<file path="config.mk">
export PLATFORM = sky130hd
export DESIGN_NAME = layer_out_serializer
export DESIGN_NICKNAME = d
export VERILOG_FILES = /design/src/rtl/layer_out_serializer.sv
export SDC_FILE = /design/constraint.sdc
export NUM_CORES = 2
export LEC_CHECK = 0
export CORE_MARGIN = 2
export CORE_UTILIZATION = 45
export DETAILED_ROUTE_END_ITERATION = 7
export GPL_ROUTABILITY_DRIVEN = 0
export PLACE_DENSITY = 0.71
export SYNTH_ARGS = -nofsm -noshare
export SYNTH_HDL_FRONTEND = slang
export SYNTH_SLANG_ARGS = --single-unit
</file>
<file path="constraint.sdc">
create_clock -name clk -period 84.1 [get_ports clk]
set_clock_uncertainty 0.1 [all_clocks]
set_input_delay 8.41 -clock clk [delete_from_list [all_inputs] [get_ports clk]]
set_output_delay 8.41 -clock clk [all_outputs]
set_load 0.005 [all_outputs]
</file>
<file path="src/rtl/layer_out_serializer.sv">
// rtl/layer_out_serializer.sv - double-banked capture of a layer's parallel activations,
// streamed out one zero-extended word per cycle with a valid/ready handshake.
module layer_out_serializer #(
  parameter int NUM_NEURONS = 128,
  parameter int ROM_WIDTH   = 8,
  parameter int DATA_WIDTH  = 8
) (
  input  logic                             clk,
  input  logic                             rst,
  input  logic                             in_valid,
  input  logic [NUM_NEURONS*ROM_WIDTH-1:0] in_data,
  input  logic                             out_ready,
  input  logic                             clr_err,
  output logic [DATA_WIDTH-1:0]            out_data,
  output logic                             out_valid,
  output logic                             out_last,
  output logic                             busy,
  output logic                             overflow
);

  localparam int IW = (NUM_NEURONS > 1) ? $clog2(NUM_NEURONS) : 1;

  typedef enum logic {IDLE, STREAM} state_e;

  state_e                state_q, state_d;
  logic                  full_a_q, full_a_d, full_b_q, full_b_d;
  logic                  wr_sel_q, wr_sel_d, rd_sel_q, rd_sel_d;
  logic [IW-1:0]         idx_q, idx_d;
  logic                  last_ld_q, last_ld_d;
  logic                  ov_q, ov_d;
  logic [DATA_WIDTH-1:0] out_data_q, out_data_d;
  logic                  out_valid_q, out_valid_d;
  logic                  out_last_q, out_last_d;

  logic [ROM_WIDTH-1:0]  bank_a_q [NUM_NEURONS];
  logic [ROM_WIDTH-1:0]  bank_b_q [NUM_NEURONS];

  logic                  rd_full, oth_full, wr_full, wr_rel;
  logic                  release_s, rel_a, rel_b, cap, cap_a, cap_b;
  logic [ROM_WIDTH-1:0]  rd_word, oth_word0;

  // Bank bookkeeping: a capture into a bank that is releasing this cycle wins over the release.
  always_comb begin
    rd_full   = rd_sel_q ? full_b_q : full_a_q;
    oth_full  = rd_sel_q ? full_a_q : full_b_q;
    rd_word   = rd_sel_q ? bank_b_q[idx_q] : bank_a_q[idx_q];
    oth_word0 = rd_sel_q ? bank_a_q[0] : bank_b_q[0];
    release_s = (state_q == STREAM) && last_ld_q && out_valid_q && out_ready;
    rel_a     = release_s && !rd_sel_q;
    rel_b     = release_s && rd_sel_q;
    wr_full   = wr_sel_q ? full_b_q : full_a_q;
    wr_rel    = wr_sel_q ? rel_b : rel_a;
    cap       = in_valid && (!wr_full || wr_rel);
    cap_a     = cap && !wr_sel_q;
    cap_b     = cap && wr_sel_q;
    full_a_d  = cap_a ? 1'b1 : (rel_a ? 1'b0 : full_a_q);
    full_b_d  = cap_b ? 1'b1 : (rel_b ? 1'b0 : full_b_q);
    wr_sel_d  = wr_sel_q ^ cap;
    rd_sel_d  = rd_sel_q ^ release_s;
    ov_d      = (in_valid && !cap) ? 1'b1 : (clr_err ? 1'b0 : ov_q);
  end

  // last_ld_q marks that the frame's final word sits in the output register awaiting transfer.
  always_comb begin
    state_d     = state_q;
    idx_d       = idx_q;
    last_ld_d   = last_ld_q;
    out_data_d  = out_data_q;
    out_valid_d = out_valid_q;
    out_last_d  = out_last_q;
    case (state_q)
      IDLE: begin
        if (rd_full) begin
          state_d   = STREAM;
          idx_d     = '0;
          last_ld_d = 1'b0;
        end
      end
      STREAM: begin
        if (!last_ld_q) begin
          if (!out_valid_q || out_ready) begin
            out_data_d  = DATA_WIDTH'(rd_word);
            out_valid_d = 1'b1;
            out_last_d  = (idx_q == IW'(NUM_NEURONS - 1));
            if (idx_q == IW'(NUM_NEURONS - 1)) last_ld_d = 1'b1;
            else                               idx_d     = idx_q + IW'(1);
          end
        end else if (release_s) begin
          last_ld_d  = 1'b0;
          out_last_d = 1'b0;
          if (oth_full) begin
            out_data_d  = DATA_WIDTH'(oth_word0);
            out_valid_d = 1'b1;
            idx_d       = IW'(1);
          end else begin
            state_d     = IDLE;
            out_valid_d = 1'b0;
            idx_d       = '0;
          end
        end
      end
      default: state_d = IDLE;
    endcase
  end

  always_ff @(posedge clk) begin
    if (rst) begin
      state_q     <= IDLE;
      full_a_q    <= 1'b0;
      full_b_q    <= 1'b0;
      wr_sel_q    <= 1'b0;
      rd_sel_q    <= 1'b0;
      idx_q       <= '0;
      last_ld_q   <= 1'b0;
      ov_q        <= 1'b0;
      out_data_q  <= '0;
      out_valid_q <= 1'b0;
      out_last_q  <= 1'b0;
    end else begin
      state_q     <= state_d;
      full_a_q    <= full_a_d;
      full_b_q    <= full_b_d;
      wr_sel_q    <= wr_sel_d;
      rd_sel_q    <= rd_sel_d;
      idx_q       <= idx_d;
      last_ld_q   <= last_ld_d;
      ov_q        <= ov_d;
      out_data_q  <= out_data_d;
      out_valid_q <= out_valid_d;
      out_last_q  <= out_last_d;
    end
  end

  always_ff @(posedge clk) begin
    for (int k = 0; k < NUM_NEURONS; k++) begin
      if (cap_a && !rst) bank_a_q[k] <= in_data[k*ROM_WIDTH +: ROM_WIDTH];
      if (cap_b && !rst) bank_b_q[k] <= in_data[k*ROM_WIDTH +: ROM_WIDTH];
    end
  end

  assign out_data  = out_data_q;
  assign out_valid = out_valid_q;
  assign out_last  = out_last_q;
  assign overflow  = ov_q;
  assign busy      = full_a_q | full_b_q;

endmodule
</file>
==> run_results.csv <==
group,metric,value,unit
sta,fin_tns_setup,0,ns
power_and_ir_drop,power_frac_comb,0.074,
floorplan,io_pins,1041,
power_and_ir_drop,p_clk_frac,0.394,
global_route,grt_pass1_vias,44147,
logic_synthesis,synth-async-reset-ratio,0,
sta,maxSlewViolCount,0,
place,port_buffers,1040,
detailed_routing,dr.pass1.iters,5,
logic_synthesis,synth_edf_count,2048,
logic_synthesis,ys_ff_latch,2079,
clock_tree,cts_htree_levels,4,
global_route,grt_first_pass_wirelength,341000,µm
place,dp_hpwl,179000,µm
floorplan,core-area,176000,µm²
floorplan,die_h,426,µm
sta,setup-violations-final,0,
sta,finalHoldWorstSlack,0.399,ns
logic_synthesis,synth.avg_cell_area,21.9,µm²
power_and_ir_drop,p_sw,0.000493,W
setup_path,start_kind,"input pin",
sta,rsz0062_at_grt,"false",
power_and_ir_drop,power,0.00228,W
final_layout,nets,5811,
final_layout,post-route-util,0.564,
logic_synthesis,synth_seq_area_share,0.776,
detailed_routing,final_antenna_net_count,0,
logic_synthesis,synth.top_cell.area_share,0.768,
power_and_ir_drop,cellPowerDensity,22.9,nW/µm²
setup_path,critical_path_class,"in2reg",
clock_tree,clk_path_buf_depth,3,
clock_tree,cts_setup_buffers,0,
final_layout,drive_gt1_frac,0.160,
clock_tree,cts_tree,"yes",
clock_tree,cts_resized,0,
floorplan,initial_core_util,0.454,
worst_hold_path,hold_path_class,"reg2reg",
clock_tree,clkSinkCount,2079,
sta,tightest_slew,1.19,ns
detailed_routing,wirelength,251000,µm
final_layout,area_growth,24.2,%
logic_synthesis,yosys.area.top_type,"edfxtp_1",
floorplan,fp-row-count,154,
global_route,grt_usage,0.273,
power_and_ir_drop,irDropWorstVdd,0.0167,mV
clock_tree,clkTransAtPathRegs,0.06,ns
clock_tree,ctsRootBufferMaster,"clkbuf_16",
detailed_routing,dr_total_vias,43369,
power_and_ir_drop,swShare,0.216,
run,drv_cap,0,
logic_synthesis,yosysUniqueCellTypes,63,
sta,min_period,14.38,ns
clock_tree,clk_latency,0.86,ns
clock_tree,cts_hold_buf,0,
setup_path,cp_max_fo,154,
logic_synthesis,synthTopCellsByArea,"edfxtp_1, mux4_2, mux2i_1, o221ai_1, buf_6",
detailed_routing,viasPerCell,5.89,
global_route,antenna_found_initial,126,
detailed_routing,drtIter0Drc,5037,
logic_synthesis,synth_nets,4694,
setup_path,critPathArrivalTime,14.72,ns
setup_path,worstReg2RegEnd,"bank_b_q[52][6]",
sta,max_slew_margin,0.201,
setup_path,r2r_start,"rd_sel_q",
global_route,grt-ovfl-total,0,
power_and_ir_drop,power_frac_seq,0.533,
sta,hold_viol_final,0,
sta,max_freq,69.5,MHz
logic_synthesis,synthFlopType,"edfxtp_1",
logic_synthesis,syn_inst,3660,
logic_synthesis,ys_warn_count,0,
setup_path,endpoint,"bank_b_q[52][6]",
setup_path,r2r_slack,76.98,ns
run_status,status,"completed",
setup_path,required,84.44,ns
global_route,grt_max_degree,191,
floorplan,die_x,426,µm
sta,finalCritPeriodShare,0.171,
setup_path,r2r_cells,13,
setup_path,cp-end-kind,"flip-flop",
power_and_ir_drop,p_int,0.00179,W
floorplan,die_area,181000,µm²
detailed_routing,routedWlPerCell,34.1,µm
power_and_ir_drop,p_leak,30.7,nW
setup_path,crit_start,"out_ready",
logic_synthesis,netlist_area,80100,µm²
detailed_routing,drc,0,
clock_tree,cts-buffers-inserted,206,
[power groups by stage]
stage / clock network, W / registers [W] / logic (W)
global route: 0.000951 / 0.00122 / 0.000177
finish: 0.000897 / 0.00121 / 0.000168
CTS: 0.000911 / 0.00122 / 0.000169
floorplan: 0 / 0.00134 / 0.0000778
detailed placement: 0 / 0.00124 / 0.000169
global placement: 0 / 0.00123 / 0.000166
[worst min path at each step]
| stage | startpoint | end | slack, ns | cells after the start |
|---|---|---|---|---|
| after detailed placement | out_last | out_last | 0.39 | 2 |
| final | out_last | out_last | 0.40 | 2 |
| after global placement | out_last | out_last | 0.38 | 2 |
| after CTS | out_last | out_last | 0.40 | 2 |
| after floorplan | out_last | out_last | 0.36 | 2 |
| after global routing | out_last | out_last | 0.44 | 2 |
[Yosys cell counts (all sizes together), types with 5 or more instances]
cell type and count:
nor4 23, o21ai 24, edfxtp 2048, a211o 7, or3 10, ha 5
mux2 6, mux4 414, a22oi 8, nor2b 16, buf 154, nor3 35
nand4 14, dfxtp 31, a2111oi 16, a211oi 20, inv 9, nand3 12
a21oi 71, o221ai 85, nand2 68, and3 5, and2 6, clkbuf 49
o22ai 94, mux2i 307, nor2 67
[cell families after synthesis]
kind of cell,synth area share
xor+xnor,0.000437
fa+ha+maj,0.000781
flops,0.776
mux,0.156
compound gates,0.0314
simple gates,0.0168
buf+inv,0.0187
[stage by stage]
step           area (µm²)  setup WS (ns)  instances
5_1_grt             99400          69.32       7346
3_5_place_dp        92700          68.94       6909
6_report            99500          69.72       7367
2_1_floorplan       80100          27.29       3660
3_3_place_gp        92700          69.00       6909
4_1_cts             99300          69.84       7289
[registers in the layout (all words and copies together), names as in the netlist, named ones only]
register,count
out_valid,1
wr_sel_q,1
bank_b_q,1024
out_last,1
bank_a_q,1024
last_ld_q,1
rd_sel_q,1
idx_q,7
full_a_q,1
out_data,8
state_q,1
overflow,1
full_b_q,1
[layout make-up]
cell class,count,area [µm²]
Clock buffer,257,5410
Timing Repair Buffer,1112,11100
Fill cell,13180,77000
Antenna cell,78,195
Multi-Input combinational cell,1369,16500
Inverter,9,40.0
Clock inverter,123,1170
Tap cell,2340,2930
Sequential cell,2079,62100
[metal layers]
metal  wire length [µm]  share of wire  GRT usage
met5                465         0.0019          0
met2             130000           0.52      0.467
met1              91000           0.36      0.332
met3              19700          0.078     0.0618
met4              10400          0.041      0.120
[layout by cell type, fill, tap and decap left out, drive strengths merged, types with 6 or more instances in the layout]
master	netlist	layout
diode	0	78
o21ai	24	24
nor4	23	23
mux4	414	414
mux2i	307	307
clkdlybuf4s50	0	1040
nor2	67	67
clkinvlp	0	11
nor2b	16	16
nand4	14	14
a211oi	20	20
o22ai	94	94
or3	10	10
a211o	7	7
edfxtp	2048	2048
mux2	6	6
dfxtp	31	31
o221ai	85	85
inv	9	18
and2	6	6
nand3	12	12
a22oi	8	8
a21oi	71	71
buf	154	72
nand2	68	68
clkinv	0	88
a2111oi	16	16
clkbuf	49	257
bufinv	0	15
nor3	35	35
[critical path: stages]
cell	delay, ns
clkdlybuf4s50_1	0.55
nand3_1	0.12
nor2_1	0.22
ha_1	0.18
nand2b_1	0.13
o21ai_0	0.12
nor2_1	0.16
ha_1	0.21
nor2b_4	0.14
buf_4	0.80
buf_12	0.66
buf_4	0.88
buf_4	0.88
buf_4	0.91
Power figures use the tool's default switching activity.
